[src/rtl/ddcb_pkg.sv]
// ddcb_pkg
// Shared definitions for the DDCB cascade delay controller.
//   SEL_BYP / SEL_1BUF / SEL_2BUF : 2-bit per-stage mux select codes
//                                   (bit 0 -> S0, bit 1 -> S1)
//   sweep_state_t                 : states of the optional sweep engine
// The sweep engine is built only when DDCB_SWEEP_EN is defined.
package ddcb_pkg;

  localparam logic [1:0] SEL_BYP  = 2'b00;
  localparam logic [1:0] SEL_1BUF = 2'b01;
  localparam logic [1:0] SEL_2BUF = 2'b10;

  typedef enum logic [1:0] {
    IDLE = 2'd0,
    HOLD = 2'd1,
    DONE = 2'd2
  } sweep_state_t;

endpackage

[src/rtl/delay_code_enc.sv]
// delay_code_enc
// Combinational delay code to per-stage select encoder.
// Ports:
//   code : delay in buffer units. Codes above 2*NMBR_CASCADES are clamped.
//   sel  : NMBR_CASCADES 2-bit selects. Stage g occupies bits [g*2 +: 2].
// The high-index stages take two buffers first. A single odd buffer lands
// on the next stage down, so bypass stages always sit at the low-index end.
module delay_code_enc
  import ddcb_pkg::*;
#(
  parameter  int NMBR_CASCADES = 4,
  localparam int CODE_W        = $clog2(2*NMBR_CASCADES+1)
) (
  input  logic [CODE_W-1:0]          code,
  output logic [NMBR_CASCADES*2-1:0] sel
);

  localparam int MAX_CODE = 2*NMBR_CASCADES;

  logic [CODE_W-1:0] code_clamped;

  assign code_clamped = (int'(code) > MAX_CODE) ? CODE_W'(MAX_CODE) : code;

  genvar gi;
  generate
    for (gi = 0; gi < NMBR_CASCADES; gi++) begin : g_stage
      // k counts stages from the top, so stage NMBR_CASCADES-1 fills first.
      localparam int K = NMBR_CASCADES - 1 - gi;
      assign sel[gi*2 +: 2] = (int'(code_clamped) >= 2*(K+1)) ? SEL_2BUF :
                              (int'(code_clamped) == 2*K+1)   ? SEL_1BUF :
                                                                SEL_BYP;
    end
  endgenerate

endmodule

[src/rtl/cascade_delay_ctrl.sv]
// cascade_delay_ctrl
// Multi-channel controller for the DDCB programmable cascade delay lines.
// It turns a scalar delay code into registered per-stage selects.
// Optional macro: DDCB_SWEEP_EN builds the calibration sweep engine. Without
// it, only the direct-load path exists.
// Ports:
//   clk, rst_n               : clock and asynchronous active-low reset
//   cfg_valid / cfg_ready    : direct load handshake
//   cfg_ch, cfg_code         : target channel and delay code
//   sweep_start              : one-cycle start pulse (ignored unless idle)
//   sweep_ch                 : channel to sweep
//   sweep_lo, sweep_hi       : first and last sweep code
//   sweep_dwell              : each code is held for sweep_dwell+1 cycles
//   sweep_busy / sweep_done  : sweep in progress / one-cycle finish pulse
//   sel                      : registered selects. Channel c, stage g sits at
//                              [(c*NMBR_CASCADES+g)*2 +: 2].
`ifndef Nmbr_cascades
  `define Nmbr_cascades 4
`endif

module cascade_delay_ctrl
  import ddcb_pkg::*;
#(
  parameter  int NMBR_CASCADES = `Nmbr_cascades,
  parameter  int NMBR_CH       = 2,
  parameter  int DWELL_W       = 8,
  localparam int CODE_W        = $clog2(2*NMBR_CASCADES+1),
  localparam int CH_W          = (NMBR_CH > 1) ? $clog2(NMBR_CH) : 1
) (
  input  logic                            clk,
  input  logic                            rst_n,
  input  logic                            cfg_valid,
  output logic                            cfg_ready,
  input  logic [CH_W-1:0]                 cfg_ch,
  input  logic [CODE_W-1:0]               cfg_code,
  input  logic                            sweep_start,
  input  logic [CH_W-1:0]                 sweep_ch,
  input  logic [CODE_W-1:0]               sweep_lo,
  input  logic [CODE_W-1:0]               sweep_hi,
  input  logic [DWELL_W-1:0]              sweep_dwell,
  output logic                            sweep_busy,
  output logic                            sweep_done,
  output logic [NMBR_CH*NMBR_CASCADES*2-1:0] sel
);

  localparam int SEL_W = NMBR_CASCADES*2;

  // Single write port into the select registers, shared by both paths.
  logic              wr_en;
  logic [CH_W-1:0]   wr_ch;
  logic [CODE_W-1:0] wr_code;
  logic              wr_ok;
  logic [SEL_W-1:0]  enc_sel;
  logic [SEL_W-1:0]  sel_reg [NMBR_CH];

  delay_code_enc #(.NMBR_CASCADES(NMBR_CASCADES)) u_enc (
    .code (wr_code),
    .sel  (enc_sel)
  );

  // Writes to channels that do not exist are dropped silently.
  assign wr_ok = wr_en && (int'(wr_ch) < NMBR_CH);

`ifdef DDCB_SWEEP_EN
  localparam int MAX_CODE = 2*NMBR_CASCADES;

  function automatic logic [CODE_W-1:0] clamp_code(input logic [CODE_W-1:0] c);
    return (int'(c) > MAX_CODE) ? CODE_W'(MAX_CODE) : c;
  endfunction

  sweep_state_t       state_reg;
  logic [CH_W-1:0]    ch_reg;
  logic [CODE_W-1:0]  hi_reg;
  logic [CODE_W-1:0]  code_reg;
  logic               up_reg;
  logic [DWELL_W-1:0] dwell_reg;
  logic [DWELL_W-1:0] cnt_reg;
  logic               busy_reg;
  logic               done_reg;

  logic               start_acc;
  logic               step;
  logic [CODE_W-1:0]  lo_clamped;
  logic [CODE_W-1:0]  hi_clamped;
  logic [CODE_W-1:0]  code_next;

  assign lo_clamped = clamp_code(sweep_lo);
  assign hi_clamped = clamp_code(sweep_hi);
  assign start_acc  = (state_reg == IDLE) && sweep_start;
  assign step       = (state_reg == HOLD) && (cnt_reg == '0) && (code_reg != hi_reg);
  assign code_next  = up_reg ? code_reg + CODE_W'(1) : code_reg - CODE_W'(1);

  // A start pulse steals the write port, so a concurrent cfg load stalls.
  assign cfg_ready  = (state_reg == IDLE) && !sweep_start;
  assign sweep_busy = busy_reg;
  assign sweep_done = done_reg;

  always_comb begin
    wr_en   = 1'b0;
    wr_ch   = cfg_ch;
    wr_code = cfg_code;
    if (start_acc) begin
      wr_en   = 1'b1;
      wr_ch   = sweep_ch;
      wr_code = lo_clamped;
    end else if (step) begin
      wr_en   = 1'b1;
      wr_ch   = ch_reg;
      wr_code = code_next;
    end else if (cfg_valid && cfg_ready) begin
      wr_en   = 1'b1;
    end
  end

  always_ff @(posedge clk or negedge rst_n) begin
    if (!rst_n) begin
      state_reg <= IDLE;
      ch_reg    <= '0;
      hi_reg    <= '0;
      code_reg  <= '0;
      up_reg    <= 1'b1;
      dwell_reg <= '0;
      cnt_reg   <= '0;
      busy_reg  <= 1'b0;
      done_reg  <= 1'b0;
    end else begin
      case (state_reg)
        IDLE: begin
          done_reg <= 1'b0;
          if (sweep_start) begin
            state_reg <= HOLD;
            ch_reg    <= sweep_ch;
            hi_reg    <= hi_clamped;
            code_reg  <= lo_clamped;
            up_reg    <= (lo_clamped <= hi_clamped);
            dwell_reg <= sweep_dwell;
            cnt_reg   <= sweep_dwell;
            busy_reg  <= 1'b1;
          end
        end
        HOLD: begin
          if (cnt_reg != '0) begin
            cnt_reg <= cnt_reg - DWELL_W'(1);
          end else if (code_reg != hi_reg) begin
            code_reg <= code_next;
            cnt_reg  <= dwell_reg;
          end else begin
            state_reg <= DONE;
            busy_reg  <= 1'b0;
            done_reg  <= 1'b1;
          end
        end
        DONE: begin
          state_reg <= IDLE;
          done_reg  <= 1'b0;
        end
        default: begin
          state_reg <= IDLE;
          busy_reg  <= 1'b0;
          done_reg  <= 1'b0;
        end
      endcase
    end
  end
`else
  // Sweep inputs are intentionally ignored in this build.
  logic unused_sweep;
  assign unused_sweep = ^{sweep_start, sweep_ch, sweep_lo, sweep_hi, sweep_dwell};

  assign cfg_ready  = 1'b1;
  assign sweep_busy = 1'b0;
  assign sweep_done = 1'b0;

  always_comb begin
    wr_en   = cfg_valid;
    wr_ch   = cfg_ch;
    wr_code = cfg_code;
  end
`endif

  always_ff @(posedge clk or negedge rst_n) begin
    if (!rst_n) begin
      for (int c = 0; c < NMBR_CH; c++) sel_reg[c] <= '0;
    end else if (wr_ok) begin
      for (int c = 0; c < NMBR_CH; c++) begin
        if (int'(wr_ch) == c) sel_reg[c] <= enc_sel;
      end
    end
  end

  genvar gi;
  generate
    for (gi = 0; gi < NMBR_CH; gi++) begin : g_sel_out
      assign sel[gi*SEL_W +: SEL_W] = sel_reg[gi];
    end
  endgenerate

endmodule

[config.mk]
export PLATFORM = sky130hd
export DESIGN_NAME = cascade_delay_ctrl
export DESIGN_NICKNAME = d
export VERILOG_FILES = /design/src/rtl/ddcb_pkg.sv /design/src/rtl/delay_code_enc.sv /design/src/rtl/cascade_delay_ctrl.sv
export SDC_FILE = /design/constraint.sdc
export NUM_CORES = 1
export LEC_CHECK = 0
export ABC_AREA = 1
export CAP_MARGIN = 20
export CELL_PAD_IN_SITES_DETAIL_PLACEMENT = 2
export CELL_PAD_IN_SITES_GLOBAL_PLACEMENT = 2
export CORE_MARGIN = 8
export CORE_UTILIZATION = 19
export CTS_CLUSTER_DIAMETER = 200
export DETAILED_ROUTE_END_ITERATION = 10
export GPL_ROUTABILITY_DRIVEN = 0
export PLACE_DENSITY_LB_ADDON = 0.2
export SLEW_MARGIN = 20
export SYNTH_ARGS = -nofsm -noshare
export SYNTH_HDL_FRONTEND = slang
export SYNTH_HIERARCHICAL = 1
export SYNTH_SLANG_ARGS = --single-unit
[constraint.sdc]
create_clock -name clk -period 0.9 [get_ports clk]
set_clock_uncertainty 0.15 [all_clocks]
set_input_delay 0.09 -clock clk [delete_from_list [all_inputs] [get_ports clk]]
set_output_delay 0.09 -clock clk [all_outputs]
set_load 0.005 [all_outputs]
==> results.toml, run 1 <==
[timing]
hold_viol = 0
max_freq_mhz = 996
period_share = 1.12
rsz0062_at_grt = "yes"
final.setup.tns_ns = -1.52
slew_viol_final = 0
worst_slack_ns = -0.104
setup_viol_count_final = 16
min_period_ns = 1.00

[setup_path]
max_stage_delay_ns = 0.38
reg2regPathDepth = 3
endpoint_kind = "output port"
crit_buf_inv = 1
worst_path_max_delay_cell = "dfrtp_1"
required_ns = 0.66
crit_family = "flip-flops"
start_kind = "flop"
crit_chain = "buf_2"
path_class = "flop to output port"
cp.depth = 1
worstPathArrival_ns = 0.76
r2r-start = "sel[11]"
critPathMaxFanout = 2
r2r_end = "sel[11]"
r2r_slack_ns = 0.03

[clock_tree]
cts_sinks = 16
clk_latency_ns = 0.25
clk_path_buf_depth = 2
root_buffer = "clkbuf_8"
cts.clk_slew.worst_paths_ns = 0.06
cts_buffers = 3
cts_tree = "done"
htreeDepth = 1

[power]
p_per_area_nw_per_um2 = 1460
power_mw = 1.76
p_leak_nw = 0.676
ir_drop_mv = 0.441

[placement]
dpl.hpwl_mm = 1.77
post-place-cells = 168
port_buffers = 23

[finish]
final.fill_count = 474
diodes = 0
largest_reg_flops = 16
drive_gt1_frac = 0.415
instances_no_fill = 180
area_growth_pct = 60.6
final_common_cell = "nand2_1"
fin_nets = 158
final_cell_mix = "nand2_1 (34), buf_2 (16), dfrtp_1 (16)"

[floorplanning]
rows = 23
die_w_um = 79.0
ios = 45
dieArea_um2 = 6230
start_util = 0.192
die_y_um = 79.0
coreArea_um2 = 3910

[detailed_routing]
routed_wl_mm = 2.42
first_iter_violations = 9
ant_nets = 0
routedWlPerCell_um = 13.4
viasPerCell = 4.08
drcViolationCount = 0
num_vias = 734
dr.pass1.iters = 4

[yosys]
syn_area_um2 = 753
synth_cell_types = 13
synth-seq-cells = 16
ys_seq_area_frac = 0.532
netlist_instances = 90
syn_area_per_cell_um2 = 8.37
ys_warn_count = 6

[global_routing]
track_usage = 0.0852
grt.overflow.total = 0
antenna_found_initial = 0
grt_pass1_vias = 823
grt_max_degree = 17
grt_pass1_wl_mm = 4.04

[run_status]
outcome = "finished, violations left"
violations = "negative setup slack"

[min_path]
hp-class = "primary input to asynchronous set/reset pin"

[flow_run]
cap_violations = 0
## area by class of cell
class	count	area, um^2	share of cell area
flip-flops and latches	16	400	0.331
clock buffers	3	41.3	0.0341
repair buffers	43	367	0.303
well taps	50	62.6	0.0517
multi-input cells	64	317	0.262
inverters	4	22.5	0.0186
## power breakdown
group	leakage, nW	internal, mW	switching (mW)
Clock	0.0216	0.298	0.258
Sequential	0.205	0.782	0.0279
Combinational	0.449	0.209	0.190
Total	0.676	1.29	0.476
## synthesized netlist by cell type
| library cell | n | area (um^2) |
|---|---|---|
| inv_8 | 1 | 11.3 |
| nand3_1 | 17 | 85.1 |
| nand2_1 | 37 | 139 |
| buf_6 | 3 | 33.8 |
| nand2_4 | 1 | 11.3 |
| inv_1 | 1 | 3.75 |
| buf_4 | 3 | 22.5 |
| nor2_1 | 4 | 15.0 |
| clkbuf_1 | 1 | 3.75 |
| nand2_2 | 2 | 12.5 |
| conb_1 | 2 | 7.51 |
| inv_2 | 2 | 7.51 |
| dfrtp_1 | 16 | 400 |
## through the flow
stage	hold WS, ns	instance area, um^2	utilization	worst slack (ns)
2_1_floorplan	-0.356	757	-	0.169
3_3_place_gp	0.286	1100	0.280	-0.379
3_5_place_dp	0.295	1100	0.280	-0.390
4_1_cts	0.0197	1180	0.303	-0.114
5_1_grt	0.0174	1210	0.309	-0.140
6_report	0.0152	1210	0.309	-0.104
## layer usage
metal | vias to the layer above | wire length [um] | global-route usage
met2 | 14 | 1370 | 0.157
met5 | - | 0 | 0
met1 | 359 | 906 | 0.0808
li1 | 356 | - | -
met3 | 5 | 60 | 0.0169
met4 | 0 | 80 | 0.0667
## timing repair
item,in CTS,in global routing
hold buffers,0,0
pin swaps,2,0
setup endpoints to repair,32,19
buffers inserted,7,2
hold endpoints to repair,0,0
cloned,1,0
gates resized for setup,82,3
## how the worst max path moves through the flow
stage                     start       to  slack (ns)
detailed placement  cfg_code[2]  sel[12]       -0.39
global route             sel[8]   sel[8]       -0.14
finish                  sel[11]  sel[11]       -0.10
floorplan                sel[0]   sel[0]        0.17
global placement    cfg_code[2]   sel[4]       -0.38
CTS                      sel[1]   sel[1]       -0.11
## cell families (layout without fill, tap and decap cells)
group	after synthesis	after routing	synth area share
DFF	16	16	0.532
and+or+nand+nor	61	61	0.349
other	2	3	0.00997
buffers and inverters	11	50	0.110
Note: power is estimated with default switching activity, not from simulation.
==> run 2, diff against run 1 <==
--- a/config.mk
+++ b/config.mk
@@ -7,14 +7,14 @@
 export LEC_CHECK = 0
 export ABC_AREA = 1
 export CAP_MARGIN = 20
-export CELL_PAD_IN_SITES_DETAIL_PLACEMENT = 2
-export CELL_PAD_IN_SITES_GLOBAL_PLACEMENT = 2
+export CELL_PAD_IN_SITES_DETAIL_PLACEMENT = 1
+export CELL_PAD_IN_SITES_GLOBAL_PLACEMENT = 1
 export CORE_MARGIN = 8
-export CORE_UTILIZATION = 19
+export CORE_UTILIZATION = 27
 export CTS_CLUSTER_DIAMETER = 200
 export DETAILED_ROUTE_END_ITERATION = 10
 export GPL_ROUTABILITY_DRIVEN = 0
-export PLACE_DENSITY_LB_ADDON = 0.2
+export PLACE_DENSITY_LB_ADDON = 0.08
 export SLEW_MARGIN = 20
 export SYNTH_ARGS = -nofsm -noshare
 export SYNTH_HDL_FRONTEND = slang
==> constraint.sdc (replaced) <==
create_clock -name clk -period 1.2 [get_ports clk]
set_clock_uncertainty 0.15 [all_clocks]
set_input_delay 0.12 -clock clk [delete_from_list [all_inputs] [get_ports clk]]
set_output_delay 0.12 -clock clk [all_outputs]
set_load 0.005 [all_outputs]
==> run 2 against run 1 <==
Net effect:
- the flow now finishes without violations
- largest cell class unchanged
- combinational power fell by 34%
- routed wire length is 22% lower
- hold slack got worse by 0.011 ns
- first-iteration DRC count up 130%
- power decreased by 35%
- register-to-register slack improved by 0.19 ns
- final cell count down 13%
- sequential power fell by 25%
- largest power group unchanged
- clock power down 50%
- final area decreased by 9.0%
- via count fell by 6.9%
==> results.toml, run 2 (synthesized netlist as in run 1, its figures left out) <==
[run_status]
outcome = "finished, final reports clean"

[placement]
post-place-cells = 146
dpl.hpwl_mm = 1.48
port_buffers = 23
dp_slack_ns = -0.0990

[setup_path]
crit_family = "flip-flops"
path_class = "flop to output port"
max_stage_delay_ns = 0.39
endpoint_kind = "output port"
start_kind = "flop"
required_ns = 0.93
crit_buf_inv = 1
crit_chain = "clkdlybuf4s15_1"
worstPathArrival_ns = 0.88
worst_path_max_delay_cell = "dfrtp_1"
critPathMaxFanout = 2

[finish]
area_growth_pct = 46.2
seqCellArea_um2 = 400
largest_reg_flops = 16
final.fill_count = 344
final_cell_mix = "nand2_1 (37), nand3_1 (17), clkdlybuf4s15_1 (16), dfrtp_1 (16), buf_4 (15)"
diodes = 0
fin_util = 0.406
final_common_cell = "nand2_1"
instances_no_fill = 156
drive_gt1_frac = 0.192
fin_nets = 153
multiInputGateArea_um2 = 274

[detailed_routing]
routedWlPerCell_um = 12.2
dr.pass1.iters = 3
routed_wl_mm = 1.90
num_vias = 683
first_iter_violations = 21
viasPerCell = 4.38
ant_nets = 0
drcViolationCount = 0

[timing]
worst_hold_slack_ns = 0.00443
hold_viol = 0
slew_viol_final = 0
worst_slack_ns = 0.0536
period_share = 0.955
final.setup.tns_ns = 0
setup_viol_count_final = 0
rsz0062_at_grt = "no"
min_period_ns = 1.15
max_freq_mhz = 872

[clock_tree]
clk_latency_ns = 0.27
root_buffer = "clkbuf_4"
cts_buffers = 3
cts_sinks = 16
cts_tree = "done"
clk_path_buf_depth = 2
htreeDepth = 1
cts.clk_slew.worst_paths_ns = 0.09
ctsHoldBuffers = 0

[global_routing]
grt_pass1_wl_mm = 3.39
antenna_found_initial = 0
grt_max_degree = 17
grt.overflow.total = 0
track_usage = 0.0932
grt_pass1_vias = 754

[floorplanning]
coreArea_um2 = 2710
die_y_um = 68.8
start_util = 0.278
ios = 45
rows = 19
die_w_um = 68.8
dieArea_um2 = 4740

[power]
p_per_area_nw_per_um2 = 1040
p_leak_nw = 0.589
ir_drop_mv = 0.597

[flow_run]
cap_violations = 0

[min_path]
hp-class = "primary input to asynchronous set/reset pin"
==> run 2: changes by cell type in the layout (fill, tap and decap cells not counted), sizes merged <==
cell	delta
dlygate4sd2	-6
buf	-20
bufbuf	-1
clkdlybuf4s15	+16
clkdlybuf4s50	+6
==> run 2: metal layers <==
metal  track usage  routed length, um  up-vias
met3        0.0291                142        2
met2         0.154                912       14
met4        0.0376                 16        0
met1         0.110                825      325
li1              -                  -      342
met5             0                  0        -
==> run 2: stage by stage <==
stage / cell area [um^2] / power, mW
detailed placement: 1030 / 0.883
global placement: 1030 / 0.878
CTS: 1090 / 1.17
floorplan: 757 / 0.726
finish: 1100 / 1.15
global route: 1100 / 1.23
==> run 2: area by class of cell <==
cell class / instances / area share
Multi-Input combinational cell: 64 / 0.249
Clock buffer: 3 / 0.0205
Inverter: 4 / 0.0205
Timing Repair Buffer: 38 / 0.311
Tap cell: 31 / 0.0352
Sequential cell: 16 / 0.364
==> run 2: what timing repair did <==
action | in CTS | in global routing
setup buffers | 6 | 1
resized for setup | 32 | 0
endpoints found under the setup margin | 16 | 1
==> run 2: path summary, 6_finish.rpt <==
kind	startpoint	endpoint	slack, ns	depth (start not counted)
worst min register to register	sel[14]	sel[14]	0.32	2
min in group clk	sel[14]	sel[14]	0.32	2
worst max-delay path	sel[0]	sel[0]	0.05	1
max in group asynchronous	rst_n	sel[13]	0.70	2
worst min-delay path	rst_n	sel[6]	0.004	2
worst max register to register	sel[9]	sel[9]	0.22	4
==> run 2: where the power goes <==
part | switching (mW) | internal [mW]
sequential | 0.0230 | 0.586
clock | 0.159 | 0.116
combinational | 0.118 | 0.147
total | 0.301 | 0.849
==> run 3, diff against run 2 <==
--- a/config.mk
+++ b/config.mk
@@ -14,7 +14,9 @@
 export CTS_CLUSTER_DIAMETER = 200
 export DETAILED_ROUTE_END_ITERATION = 10
 export GPL_ROUTABILITY_DRIVEN = 0
+export MAX_ROUTING_LAYER = met4
 export PLACE_DENSITY_LB_ADDON = 0.08
+export REMOVE_ABC_BUFFERS = 1
 export SLEW_MARGIN = 20
 export SYNTH_ARGS = -nofsm -noshare
 export SYNTH_HDL_FRONTEND = slang
==> run 3 against run 2 <==
Net effect:
- via count down 2.5%
- final cell count down 1.9%
- sequential power about the same
- global-route usage up 0.59 points
- critical path type unchanged
- final area down 2.2%
- utilization down 0.88 points
- power up 6.3%
- critical path depth unchanged
==> results.toml, run 3 (synthesized netlist as in run 1, its figures left out) <==
[power]
power_mw = 1.22
p_leak_nw = 0.575
ir_drop_mv = 0.568
p_per_area_nw_per_um2 = 1130

[min_path]
hp-class = "flop to flop"

[global_routing]
antenna_found_initial = 0
grt.overflow.total = 0
grt_pass1_wl_mm = 3.44
grt_pass1_vias = 762
track_usage = 0.0991
grt_max_degree = 17

[placement]
port_buffers = 23
post-place-cells = 144
dpl.hpwl_mm = 1.47

[detailed_routing]
viasPerCell = 4.35
routedWlPerCell_um = 12.8
num_vias = 666
first_iter_violations = 15
drcViolationCount = 0
dr.pass1.iters = 4
routed_wl_mm = 1.95
ant_nets = 0

[finish]
largest_reg_flops = 16
fin_nets = 149
diodes = 0
multiInputGateArea_um2 = 274
drive_gt1_frac = 0.180
area_growth_pct = 43.0
instances_no_fill = 153
seqCellArea_um2 = 400
final_cell_mix = "nand2_1 (37), nand3_1 (17), dfrtp_1 (16)"
final_common_cell = "nand2_1"
final.fill_count = 338

[floorplanning]
dieArea_um2 = 4740
start_util = 0.278
die_w_um = 68.8
die_y_um = 68.8
coreArea_um2 = 2710
ios = 45
rows = 19

[clock_tree]
cts_sinks = 16
clk_latency_ns = 0.29
root_buffer = "clkbuf_4"
clk_path_buf_depth = 2
cts_buffers = 3
htreeDepth = 1
cts_tree = "done"
cts.clk_slew.worst_paths_ns = 0.10

[setup_path]
max_stage_delay_ns = 0.39
start_kind = "flop"
required_ns = 0.93
worstPathArrival_ns = 0.88
crit_chain = "clkdlybuf4s15_1"
worst_path_max_delay_cell = "dfrtp_1"
path_class = "flop to output port"
endpoint_kind = "output port"
crit_family = "flip-flops"
crit_buf_inv = 1
critPathMaxFanout = 2

[timing]
min_period_ns = 1.15
setup_viol_count_final = 0
worst_hold_slack_ns = 0.325
final.setup.tns_ns = 0
slew_viol_final = 0
hold_viol = 0
period_share = 0.961
rsz0062_at_grt = "no"
max_freq_mhz = 867

[run_status]
outcome = "finished, final reports clean"

[flow_run]
cap_violations = 0
[run 3: layout make-up]
class / count / share of cell area
Tap cell: 31 / 0.0360
Multi-Input combinational cell: 64 / 0.254
Clock buffer: 4 / 0.0337
Sequential cell: 16 / 0.372
Inverter: 4 / 0.0209
Timing Repair Buffer: 34 / 0.283
[run 3: metal layers]
metal	part of all wire	vias to the layer above	wire, um	track usage
li1	-	337	-	-
met1	0.44	307	860	0.110
met2	0.46	18	893	0.161
met3	0.084	4	164	0.0291
met4	0.017	0	34	0.0451
met5	0	-	0	-
[run 3: where the power goes]
part	internal, mW	switching [mW]
Combinational	0.135	0.117
Clock	0.185	0.178
Sequential	0.586	0.0228
Total	0.905	0.317
[run 3: final timing paths]
check	from	endpoint	slack, ns	depth (start not counted)
max	sel[6]	sel[6]	0.05	1
min	sel[1]	sel[1]	0.33	2
max reg2reg	sel[9]	sel[9]	0.33	3
min reg2reg	sel[1]	sel[1]	0.33	2
max in group asynchronous	rst_n	sel[14]	0.17	3
min in group asynchronous	rst_n	sel[8]	0.54	3
[run 3: through the flow]
stage / utilization / setup slack, ns / instance area (um^2)
2_1_floorplan: - / 0.469 / 697
3_3_place_gp: 0.373 / -0.104 / 1010
3_5_place_dp: 0.373 / -0.126 / 1010
4_1_cts: 0.401 / 0.0151 / 1090
5_1_grt: 0.398 / 0.000851 / 1080
6_report: 0.398 / 0.0464 / 1080
[run 3: repair_timing]
action                     4_1_cts  5_1_grt
gates resized for setup         32        2
hold endpoints to repair        16        0
hold buffers                     1        0
setup buffers                    4        0
setup endpoints to repair       16        2
[run 3: worst min-delay path, stage by stage, from the launching register on]
cell and delay [ns]:
dfrtp_1 0.35, nand2_1 0.05, nand2_1 0.04
